File: src/rtl/vec_read_pkg.sv
// vec_read_pkg: shared widths, state encoding and address helper for the
// vector read sequencer (vec_read_seq) and its output FIFO (vec_read_fifo2).
//
// Contents:
//   DATA_W, ADDR_W, LEN_W, STRIDE_W  - datapath widths
//   state_t, StIdle..StFinish        - sequencer state encoding
//   next_addr()                      - modulo-2^ADDR_W address step
package vec_read_pkg;

  localparam int unsigned DATA_W   = 16;
  localparam int unsigned ADDR_W   = 16;
  localparam int unsigned LEN_W    = 8;
  localparam int unsigned STRIDE_W = 8;

  // Sequencer states. Plain constants keep the encoding visible to older tools.
  typedef logic [1:0] state_t;
  localparam state_t StIdle   = 2'd0;
  localparam state_t StIssue  = 2'd1;
  localparam state_t StDrain  = 2'd2;
  localparam state_t StFinish = 2'd3;

  // Address step; the sum is truncated to ADDR_W, so 0xFFFF + 1 wraps to 0x0000.
  function automatic logic [ADDR_W-1:0] next_addr(input logic [ADDR_W-1:0]   addr,
                                                   input logic [STRIDE_W-1:0] stride);
    return addr + {{(ADDR_W - STRIDE_W){1'b0}}, stride};
  endfunction

endpackage

File: src/rtl/vec_read_fifo2.sv
// vec_read_fifo2: two-entry FIFO buffering read data between the memory and
// the streaming consumer.
//
// Ports:
//   clk        - rising-edge clock
//   reset      - synchronous active-high reset, empties the FIFO
//   push       - write push_data at the tail (ignored when full unless popping)
//   push_data  - data to write
//   pop        - remove the head entry (ignored when empty)
//   head       - current head entry, meaningful only when !empty
//   full       - two entries held
//   empty      - no entries held
//
// A push and a pop in the same cycle are both honoured when full: the popped
// slot is the one the push writes into, and it becomes the new tail.
module vec_read_fifo2 #(
  parameter int unsigned Width = 16
) (
  input  logic             clk,
  input  logic             reset,
  input  logic             push,
  input  logic [Width-1:0] push_data,
  input  logic             pop,
  output logic [Width-1:0] head,
  output logic             full,
  output logic             empty
);

  logic [Width-1:0] mem_q [2];
  logic             wr_ptr_q;
  logic             rd_ptr_q;
  logic [1:0]       count_q;
  logic             do_push;
  logic             do_pop;

  assign empty   = (count_q == 2'd0);
  assign full    = (count_q == 2'd2);
  assign do_pop  = pop & ~empty;
  assign do_push = push & (~full | do_pop);
  assign head    = mem_q[rd_ptr_q];

  always_ff @(posedge clk) begin
    if (reset) begin
      wr_ptr_q <= 1'b0;
      rd_ptr_q <= 1'b0;
      count_q  <= 2'd0;
    end else begin
      if (do_push) wr_ptr_q <= ~wr_ptr_q;
      if (do_pop)  rd_ptr_q <= ~rd_ptr_q;
      unique case ({do_push, do_pop})
        2'b10:   count_q <= count_q + 2'd1;
        2'b01:   count_q <= count_q - 2'd1;
        default: count_q <= count_q;
      endcase
    end
  end

  // Storage needs no reset: the pointers and count define which entries are live.
  always_ff @(posedge clk) begin
    if (do_push) mem_q[wr_ptr_q] <= push_data;
  end

endmodule

File: src/rtl/vec_read_seq.sv
// vec_read_seq: issues Length reads starting at BaseAddr against a memory with
// one-cycle read latency and streams the returned words out through a
// valid/ready interface, in issue order.
//
// Ports:
//   CLK       - rising-edge clock
//   Reset     - synchronous active-high reset (also aborts a transfer)
//   Start     - begin a transfer, sampled in IDLE only
//   BaseAddr  - first word address, latched on Start
//   Length    - element count, latched on Start (0 = empty transfer)
//   Stride    - address increment, latched on Start (VEC_READ_STRIDE_EN only)
//   MemAddr   - memory read address, holds its last issued value when idle
//   MemRead   - read strobe
//   MemData   - read data, valid the cycle after MemRead
//   OutData   - streamed element (FIFO head)
//   OutValid  - OutData valid (FIFO not empty)
//   OutReady  - consumer accepts when OutValid & OutReady
//   Busy      - high in ISSUE and DRAIN
//   Done      - one-cycle pulse in FINISH
//
// Build option: define VEC_READ_STRIDE_EN to add the Stride port; otherwise the
// stride is fixed at 1.
module vec_read_seq
  import vec_read_pkg::*;
(
  input  logic                CLK,
  input  logic                Reset,
  input  logic                Start,
  input  logic [ADDR_W-1:0]   BaseAddr,
  input  logic [LEN_W-1:0]    Length,
`ifdef VEC_READ_STRIDE_EN
  input  logic [STRIDE_W-1:0] Stride,
`endif
  output logic [ADDR_W-1:0]   MemAddr,
  output logic                MemRead,
  input  logic [DATA_W-1:0]   MemData,
  output logic [DATA_W-1:0]   OutData,
  output logic                OutValid,
  input  logic                OutReady,
  output logic                Busy,
  output logic                Done
);

  state_t              state_q, state_d;
  logic [ADDR_W-1:0]   addr_q, addr_d;
  logic [LEN_W-1:0]    rem_q, rem_d;
  logic [ADDR_W-1:0]   mem_addr_q;
  logic                rd_pend_q;
  logic [STRIDE_W-1:0] stride;

  logic                fifo_pop;
  logic                fifo_full;
  logic                fifo_empty;
  logic [1:0]          fifo_count;
  logic [2:0]          occupancy;
  logic                issue;
  logic                start_xfer;

  assign start_xfer = (state_q == StIdle) & Start;

`ifdef VEC_READ_STRIDE_EN
  logic [STRIDE_W-1:0] stride_q;

  always_ff @(posedge CLK) begin
    if (Reset) begin
      stride_q <= '0;
    end else if (start_xfer) begin
      stride_q <= Stride;
    end
  end

  assign stride = stride_q;
`else
  assign stride = STRIDE_W'(1);
`endif

  // ---------------------------------------------------------------------------
  // Flow control
  // ---------------------------------------------------------------------------
  // Buffered + in-flight words, counted after this cycle's pop. Crediting the
  // pop lets a new read go out while the consumer drains, giving one element
  // per cycle with OutReady held high, while never exceeding the two FIFO slots.
  assign fifo_pop   = OutValid & OutReady;
  assign fifo_count = {fifo_full, ~fifo_full & ~fifo_empty};
  assign occupancy  = {1'b0, fifo_count} + {2'b00, rd_pend_q} - {2'b00, fifo_pop};
  assign issue      = (state_q == StIssue) & (occupancy < 3'd2);

  // ---------------------------------------------------------------------------
  // Next-state logic
  // ---------------------------------------------------------------------------
  always_comb begin
    state_d = state_q;
    addr_d  = addr_q;
    rem_d   = rem_q;

    unique case (state_q)
      StIdle: begin
        if (Start) begin
          addr_d  = BaseAddr;
          rem_d   = Length;
          state_d = (Length == '0) ? StFinish : StIssue;
        end
      end

      StIssue: begin
        if (issue) begin
          addr_d = next_addr(addr_q, stride);
          rem_d  = rem_q - LEN_W'(1);
          if (rem_q == LEN_W'(1)) state_d = StDrain;
        end
      end

      StDrain: begin
        // Leave as soon as the final element is accepted, so Done follows the
        // last transfer cycle directly. With nothing in flight, a non-full
        // FIFO that pops this cycle is holding exactly that final element.
        if (!rd_pend_q && (fifo_empty || (!fifo_full && fifo_pop))) begin
          state_d = StFinish;
        end
      end

      StFinish: begin
        state_d = StIdle;
      end

      default: begin
        state_d = StIdle;
      end
    endcase
  end

  // ---------------------------------------------------------------------------
  // State registers
  // ---------------------------------------------------------------------------
  always_ff @(posedge CLK) begin
    if (Reset) begin
      state_q    <= StIdle;
      addr_q     <= '0;
      rem_q      <= '0;
      mem_addr_q <= '0;
      rd_pend_q  <= 1'b0;
    end else begin
      state_q   <= state_d;
      addr_q    <= addr_d;
      rem_q     <= rem_d;
      // Marks MemData as valid next cycle; cleared by reset so a word
      // returning right after reset is never pushed.
      rd_pend_q <= issue;
      if (issue) mem_addr_q <= addr_q;
    end
  end

  // ---------------------------------------------------------------------------
  // Output FIFO
  // ---------------------------------------------------------------------------
  vec_read_fifo2 #(
    .Width (DATA_W)
  ) u_fifo (
    .clk       (CLK),
    .reset     (Reset),
    .push      (rd_pend_q),
    .push_data (MemData),
    .pop       (fifo_pop),
    .head      (OutData),
    .full      (fifo_full),
    .empty     (fifo_empty)
  );

  // ---------------------------------------------------------------------------
  // Outputs
  // ---------------------------------------------------------------------------
  assign MemRead  = issue;
  // Show the live address while reading; otherwise hold the last one issued.
  assign MemAddr  = issue ? addr_q : mem_addr_q;
  assign OutValid = ~fifo_empty;
  assign Busy     = (state_q == StIssue) | (state_q == StDrain);
  assign Done     = (state_q == StFinish);

endmodule
File: config.mk
export PLATFORM = sky130hd
export DESIGN_NAME = vec_read_seq
export DESIGN_NICKNAME = d
export VERILOG_FILES = /design/src/rtl/vec_read_pkg.sv /design/src/rtl/vec_read_fifo2.sv /design/src/rtl/vec_read_seq.sv
export SDC_FILE = /design/constraint.sdc
export NUM_CORES = 1
export LEC_CHECK = 0
export CORE_MARGIN = 8
export CORE_UTILIZATION = 30
export DETAILED_ROUTE_END_ITERATION = 7
export HOLD_SLACK_MARGIN = 0.08
export PLACE_DENSITY_LB_ADDON = 0.05
export SYNTH_ARGS = -nofsm -noshare
export SYNTH_HDL_FRONTEND = slang
export SYNTH_SLANG_ARGS = --single-unit
File: constraint.sdc
create_clock -name CLK -period 2.32 [get_ports CLK]
set_input_delay 0.232 -clock CLK [delete_from_list [all_inputs] [get_ports CLK]]
set_output_delay 0.232 -clock CLK [all_outputs]
set_load 0.05 [all_outputs]
==> run_summary.xml <==
<?xml version="1.0" encoding="UTF-8"?>
<metrics>
  <group name="outcome">
    <metric name="run_status" unit="">complete, but fails checks</metric>
    <metric name="failed_checks" unit="">negative setup slack</metric>
  </group>
  <group name="routing">
    <metric name="drt_pass_1_iters" unit="">4</metric>
    <metric name="antenna_left" unit="">0</metric>
    <metric name="drt_wl_total" unit="mm">10.4</metric>
    <metric name="detail_route.iter0.violations" unit="">109</metric>
    <metric name="route.vias.total" unit="">3120</metric>
    <metric name="residual_drc" unit="">0</metric>
    <metric name="detail_route.wl_per_cell" unit="um">16.2</metric>
    <metric name="post_drt_via_cell_ratio" unit="">4.88</metric>
  </group>
  <group name="die">
    <metric name="boundaryPins" unit="">80</metric>
    <metric name="design.die.area" unit="sq um">16500</metric>
    <metric name="start_util" unit="%">30.3</metric>
    <metric name="num_rows" unit="">41</metric>
    <metric name="die-height" unit="um">129</metric>
    <metric name="placeableCoreArea" unit="sq um">12500</metric>
    <metric name="chipWidth" unit="um">129</metric>
  </group>
  <group name="place">
    <metric name="detailed_place_hpwl" unit="mm">7.12</metric>
    <metric name="portBuffers" unit="">79</metric>
    <metric name="place_inst" unit="">616</metric>
    <metric name="place_ws" unit="ns">-0.240</metric>
    <metric name="globalplace.congestion" unit="">0.793</metric>
  </group>
  <group name="logic_synthesis">
    <metric name="synth_enable_flop_cells" unit="">32</metric>
    <metric name="syn-cell-area" unit="sq um">3800</metric>
    <metric name="ys_top_cells_by_count" unit="">sky130_fd_sc_hd__dfxtp_1, sky130_fd_sc_hd__a21oi_1, sky130_fd_sc_hd__edfxtp_1, sky130_fd_sc_hd__nor2b_1, sky130_fd_sc_hd__nor2_1</metric>
    <metric name="ff_latch_count_synth" unit="">80</metric>
    <metric name="synthDominantAreaCellType" unit="">sky130_fd_sc_hd__dfxtp_1</metric>
    <metric name="ys.warnings.count" unit="">0</metric>
    <metric name="syn_nets" unit="">419</metric>
    <metric name="synth.yosys.seq_area_share" unit="%">50.6</metric>
    <metric name="netlist_instances" unit="">365</metric>
    <metric name="yosysUniqueCellTypes" unit="">57</metric>
    <metric name="post-synth-top-area-fraction" unit="%">25.3</metric>
    <metric name="postSynth.asyncResetShare" unit="%">0</metric>
    <metric name="yosys.cell_count.top_type" unit="">sky130_fd_sc_hd__dfxtp_1</metric>
    <metric name="synth_top_cells_by_area" unit="">sky130_fd_sc_hd__dfxtp_1, sky130_fd_sc_hd__edfxtp_1, sky130_fd_sc_hd__mux2_1, sky130_fd_sc_hd__mux2_2, sky130_fd_sc_hd__a21oi_1</metric>
    <metric name="yosys_most_used_dff" unit="">sky130_fd_sc_hd__dfxtp_1</metric>
    <metric name="post_synth.cell_area_avg" unit="sq um">10.4</metric>
  </group>
  <group name="critical_path">
    <metric name="critical_path_class" unit="">flip-flop to output pin</metric>
    <metric name="worst-path-buf-inv" unit="">2</metric>
    <metric name="timing.critical_path.required" unit="ns">2.09</metric>
    <metric name="worstPathCellList" unit="">or2_4 &gt; and2_4 &gt; ha_4 &gt; nand2b_4 &gt; xnor3_2 &gt; nand2_4 &gt; buf_12 &gt; mux2_4 &gt; buf_8</metric>
    <metric name="cpPeakStageDelay" unit="ns">0.32</metric>
    <metric name="worstPathArrival" unit="ns">2.42</metric>
    <metric name="timing.critical_path.fanout_max" unit="">7</metric>
    <metric name="endpoint_kind" unit="">output pin</metric>
    <metric name="critPathLaunchType" unit="">flip-flop</metric>
    <metric name="crit_path_top_delay_cell" unit="">sky130_fd_sc_hd__mux2_4</metric>
    <metric name="timing.critical_path.max_delay_family" unit="">simple AND/OR/NAND/NOR gates</metric>
  </group>
  <group name="sta">
    <metric name="setup_violations" unit="">41</metric>
    <metric name="final_critical_path_setup_slack" unit="ns">-0.337</metric>
    <metric name="hold_viol_final" unit="">0</metric>
    <metric name="maxSlewViolCount" unit="">0</metric>
    <metric name="rsz0062_at_grt" unit="">true</metric>
    <metric name="timing_worst_slew_pin_value" unit="ns">0.748</metric>
    <metric name="worst_case_clock_skew" unit="ns">0.00724</metric>
    <metric name="post-route-period-util" unit="%">115</metric>
    <metric name="maxSlewHeadroom" unit="%">50.1</metric>
    <metric name="achievable-frequency" unit="MHz">376</metric>
    <metric name="finalWorstPathRequiredPeriod" unit="ns">2.66</metric>
    <metric name="hold-worst-slack" unit="ns">0.446</metric>
  </group>
  <group name="global_routing">
    <metric name="global_route_congestion_overflow_total" unit="">0</metric>
    <metric name="number_of_global_route_vias_before_repair" unit="">3163</metric>
    <metric name="antenna_found_initial" unit="">0</metric>
    <metric name="grt_pass1_wl" unit="mm">16.4</metric>
    <metric name="pin_count_of_the_biggest_net_entering_global_routing" unit="">35</metric>
    <metric name="gr-usage-all-layers" unit="%">12.7</metric>
  </group>
  <group name="job">
    <metric name="drv_cap" unit="">0</metric>
  </group>
  <group name="clock_network">
    <metric name="tritoncts" unit="">yes</metric>
    <metric name="ctsRootBufferMaster" unit="">sky130_fd_sc_hd__clkbuf_16</metric>
    <metric name="worst_setup_hold_path_clk_slew" unit="ns">0.06</metric>
    <metric name="tritoncts_num_sinks" unit="">80</metric>
    <metric name="cts.htree.levels" unit="">3</metric>
    <metric name="tritoncts.num_buffers" unit="">9</metric>
    <metric name="insertion_delay_to_the_later_sink_of_the_worst_skew_pair" unit="ns">0.34</metric>
    <metric name="clock_tree.buffer_depth" unit="">2</metric>
    <metric name="ctsHoldBuffers" unit="">0</metric>
  </group>
  <group name="power_and_ir_drop">
    <metric name="leakage" unit="uW">0.00206</metric>
    <metric name="power_density" unit="nW/um^2">1260</metric>
    <metric name="p_total" unit="uW">6990</metric>
    <metric name="worst_ir_drop_vdd" unit="V">0.000444</metric>
  </group>
  <group name="cells_and_area">
    <metric name="area.growth.synth_to_final" unit="%">46.7</metric>
    <metric name="finalNetCount" unit="">516</metric>
    <metric name="finished_layout_cells" unit="">639</metric>
    <metric name="finish.utilization" unit="%">44.5</metric>
    <metric name="final_layout_size_suffix_gt1_share" unit="%">27.8</metric>
    <metric name="antenna-diode-count" unit="">0</metric>
  </group>
  <group name="hold_path">
    <metric name="min_path_type" unit="">input port to flip-flop</metric>
  </group>
</metrics>
[path summary, 6_finish.rpt]
kind,end,slack (ns),startpoint,depth (start not counted)
worst max-delay path,MemAddr[6],-0.34,u_fifo.count_q[1],9
worst min-delay path,mem_addr_q[0],0.45,Reset,2
worst max register to register,rem_q[1],-0.18,u_fifo.count_q[1],12
worst min register to register,rem_q[5],0.48,rem_q[5],2
[worst reg2reg max path: stages (launching register included)]
cell	delay, ns
sky130_fd_sc_hd__dfxtp_1	0.31
sky130_fd_sc_hd__or2_4	0.25
sky130_fd_sc_hd__and2_4	0.14
sky130_fd_sc_hd__ha_4	0.24
sky130_fd_sc_hd__nand2b_4	0.11
sky130_fd_sc_hd__xnor3_2	0.27
sky130_fd_sc_hd__buf_4	0.15
sky130_fd_sc_hd__buf_4	0.12
sky130_fd_sc_hd__buf_4	0.14
sky130_fd_sc_hd__o21bai_4	0.24
sky130_fd_sc_hd__buf_6	0.17
sky130_fd_sc_hd__a211oi_1	0.05
sky130_fd_sc_hd__a211oi_1	0.22
[sequential cells by signal, summed over array words and instances, names as in the netlist, named ones only]
signal,flops
addr_q,16
mem_addr_q,16
u_fifo.wr_ptr_q,1
u_fifo.mem_q,32
state_q,2
rd_pend_q,1
u_fifo.rd_ptr_q,1
rem_q,8
u_fifo.count_q,2
[where the power goes]
group	internal (uW)	leakage (uW)	total [uW]	switching (uW)
Combinational	1650	0.00124	3620	1970
Clock	728	0.000133	1310	578
Sequential	1770	0.000683	2060	288
[cell families (layout without fill, tap and decap cells)]
group / Yosys count / count (layout) / synth area share [%]
compound gates: 92 / 92 / 15.1
xor+xnor: 5 / 5 / 1.52
fa+ha+maj: 10 / 10 / 3.29
buf+inv: 35 / 137 / 3.85
flops: 80 / 80 / 50.6
mux: 34 / 34 / 10.0
simple gates: 109 / 109 / 15.6
[metrics by stage]
stage	setup TNS, ns	instance area [sq um]
after global routing	-11.22	5570
after CTS	-5.86	5380
after detailed placement	-7.12	4920
final	-7.72	5570
after floorplan	-1.17	3870
after global placement	-5.63	4920
[cell type report]
class,instances,area [sq um]
Clock buffer,10,229
Clock inverter,6,43.8
Fill cell,1215,6950
Inverter,13,48.8
Multi-Input combinational cell,250,1950
Sequential cell,80,1920
Tap cell,172,215
Timing Repair Buffer,108,1160
[per-layer routing]
metal | global-route usage (%) | routed length [um] | vias up
li1 | - | - | 1534
met1 | 16.2 | 4880 | 1511
met2 | 20.1 | 4890 | 66
met3 | 3.27 | 496 | 9
met4 | 4.77 | 105 | 0
met5 | 0 | 0 | -
[cells in the final DEF (no fill, tap or decap), types with 9 or more instances in the layout]
cell type                         Yosys  routed
sky130_fd_sc_hd__clkdlybuf4s50_1      0      59
sky130_fd_sc_hd__dfxtp_1             48      47
sky130_fd_sc_hd__edfxtp_1            32      32
sky130_fd_sc_hd__a21oi_1             34      26
sky130_fd_sc_hd__nor2b_1             24      24
sky130_fd_sc_hd__nor2_1              20      18
sky130_fd_sc_hd__buf_4                1      18
sky130_fd_sc_hd__mux2_2              16      16
sky130_fd_sc_hd__mux2_4               0      16
sky130_fd_sc_hd__buf_6                1      16
sky130_fd_sc_hd__nand2_1             15      15
sky130_fd_sc_hd__o21ai_0             17      12
sky130_fd_sc_hd__inv_1               12      11
sky130_fd_sc_hd__o21ai_1              8      11
sky130_fd_sc_hd__nor3_1              10      10
sky130_fd_sc_hd__clkbuf_16            0      10
sky130_fd_sc_hd__ha_1                10       9
sky130_fd_sc_hd__buf_8                0       9
[repair_timing]
action	CTS	global route
pin swaps	1	21
gates resized for setup	40	36
cloned	1	2
endpoints found under the setup margin	17	42
buffers inserted	1	3
Note: power is estimated with default switching activity, not from simulation.
==> edit (same settings) <==
Set the package constant `LEN_W` to 16 (it was 8).
--- a/src/rtl/vec_read_pkg.sv
+++ b/src/rtl/vec_read_pkg.sv
@@ -9,7 +9,7 @@
 
   localparam int unsigned DATA_W   = 16;
   localparam int unsigned ADDR_W   = 16;
-  localparam int unsigned LEN_W    = 8;
+  localparam int unsigned LEN_W    = 16;
   localparam int unsigned STRIDE_W = 8;
 
   // Sequencer states. Plain constants keep the encoding visible to older tools.
Interface: changed (resized Length); port bits go from 80 to 88. No check against the original RTL was run, so the function may have changed too.
==> edit against the original RTL <==
Die area grew 13%. Setup slack got worse by 240 ps. Combinational power increased by 60%. Maximum frequency fell by 8.1%. Core utilization up 4.9 points. Total power is 35% higher. The run still ends with negative setup slack left. First-iteration DRC count is 83% higher. Non-clock buffer count rose by 27. Sequential cell count rose by 8. Critical path type unchanged. Synthesized area increased by 15%. Wire length rose by 25%. Count of clock-buffer cells in the layout did not move. Highest routed layer unchanged. Design area rose by 27%.
==> edit: results (changes against the original RTL) <==
{| class="wikitable"
! Metric !! Value
|-
| Global placement routability congestion || 0.755 (-4.8%)
|-
| Count of distinct cell types in the synthesized netlist || 61 (+7.0%)
|-
| Syn nets || 544 (+30%)
|-
| 1st-iter DRT viols || 199 (+83%)
|-
| Detail Placement HPWL || 8.90 mm (+25%)
|-
| Top cells by instance count after synthesis || sky130_fd_sc_hd__nand2_1, sky130_fd_sc_hd__dfxtp_1, sky130_fd_sc_hd__edfxtp_1, sky130_fd_sc_hd__o21ai_0
|-
| Post-placement cell count || 760 (+23%)
|-
| Share of post-route cells with drive strength above 1 || 36.9% (+9.0 points)
|-
| GRT Overall Usage || 14.0% (+1.3 points)
|-
| Setup-violating endpoint count in the final report || 65 (+59%)
|-
| Max incr delay on CP || 480 ps (+160 ps)
|-
| Worst-path fanout max || 5 (-2)
|-
| Fraction of the yosys area taken by sequential cells || 47.8% (-2.8 points)
|-
| Final net count || 664 (+29%)
|-
| PortBufs || 87 (+10%)
|-
| Worst rel slew slack || 53.0% (+2.9 points)
|-
| Mapped Avg Cell Area || 9.05 µm² (-13%)
|-
| Vias || 3,928 (+26%)
|-
| Arrival time of the worst setup path || 2660 ps (+240 ps)
|-
| Fillcell total || 1,332 (+9.6%)
|-
| VDD IR max || 0.768 mV (+73%)
|-
| Slowest stage cell on the critical path || sky130_fd_sc_hd__or3_4
|-
| Average detailed-routed wire length per instance || 16.4 µm (+1.3%)
|-
| Outcome || finished, violations left
|-
| Final worst-path setup slack || -572 ps (-235 ps)
|-
| Violated checks || negative setup slack
|}
==> edit: cells by family after synthesis <==
kind of cell             Yosys count  synth area share [%]
adder cells (fa/ha/maj)           11                  3.16
buffers and inverters             40                  3.79
AND/OR/NAND/NOR                  213                  24.1
flip-flops                        88                  47.8
AO/OA/AOI/OAI                    107                  15.7
multiplexers                      17                  4.37
XOR/XNOR                           5                  1.01
==> edit: through the flow <==
stage               cell area (µm²)  total power [mW]  setup WS, ps  hold WS, ps
finish                         7100              9.46          -572          473
CTS                            6770              9.05          -623          460
global route                   7100              10.0          -665          466
floorplan                      4840              5.59          -300          331
detailed placement             6190              7.03          -488          498
global placement               6190              7.00          -458          476
==> edit: final cells by class <==
class / instances / area [µm²] / share of cell area [%]
inverter: 14 / 65.1 / 0.916
timing repair buffer: 135 / 1560 / 22.0
clock inverter: 5 / 33.8 / 0.476
clock buffer: 10 / 229 / 3.22
multi-input combinational: 353 / 2900 / 40.8
sequential: 88 / 2090 / 29.4
tap: 184 / 230 / 3.24
==> edit: worst paths after layout <==
kind	slack, ps	start	endpoint	depth (start not counted)
worst max-delay path	-570	u_fifo.count_q[0]	MemAddr[4]	9
worst max register to register	-400	u_fifo.count_q[0]	addr_q[15]	12
worst min-delay path	470	MemData[0]	u_fifo.mem_q[1][0]	1
worst min register to register	510	rem_q[1]	rem_q[1]	2
==> edit: worst reg2reg max path: stages, from the launching register on <==
cell and delay, ps:
sky130_fd_sc_hd__dfxtp_4 340, sky130_fd_sc_hd__or2_4 220, sky130_fd_sc_hd__and2_4 140, sky130_fd_sc_hd__ha_4 200
sky130_fd_sc_hd__nor2b_1 120, sky130_fd_sc_hd__ha_2 290, sky130_fd_sc_hd__or3_4 480, sky130_fd_sc_hd__clkinv_8 150
sky130_fd_sc_hd__buf_6 110, sky130_fd_sc_hd__buf_6 100, sky130_fd_sc_hd__nand2_4 50, sky130_fd_sc_hd__or3_1 300
sky130_fd_sc_hd__a31oi_1 150
==> edit: per-layer routing <==
layer  vias up  global-route usage, %  routed length [µm]
met1      1894                   17.0                5850
met3         9                   3.66                 475
met5         -                      0                   0
li1       1969                      -                   -
met2        56                   23.5                6480
met4         0                   4.33                 158
==> edit: what timing repair did <==
item                                    CTS  global route
pin swaps                                24            26
buffers inserted                          5             9
resized for setup                        64            65
gates cloned                              3             1
endpoints found under the setup margin   65            66
==> edit: power by group <==
group | switching, mW | internal [mW] | leakage [nW]
sequential | 0.366 | 1.96 | 0.749
combinational | 3.24 | 2.55 | 1.67
clock | 0.622 | 0.720 | 0.121
total | 4.23 | 5.23 | 2.54
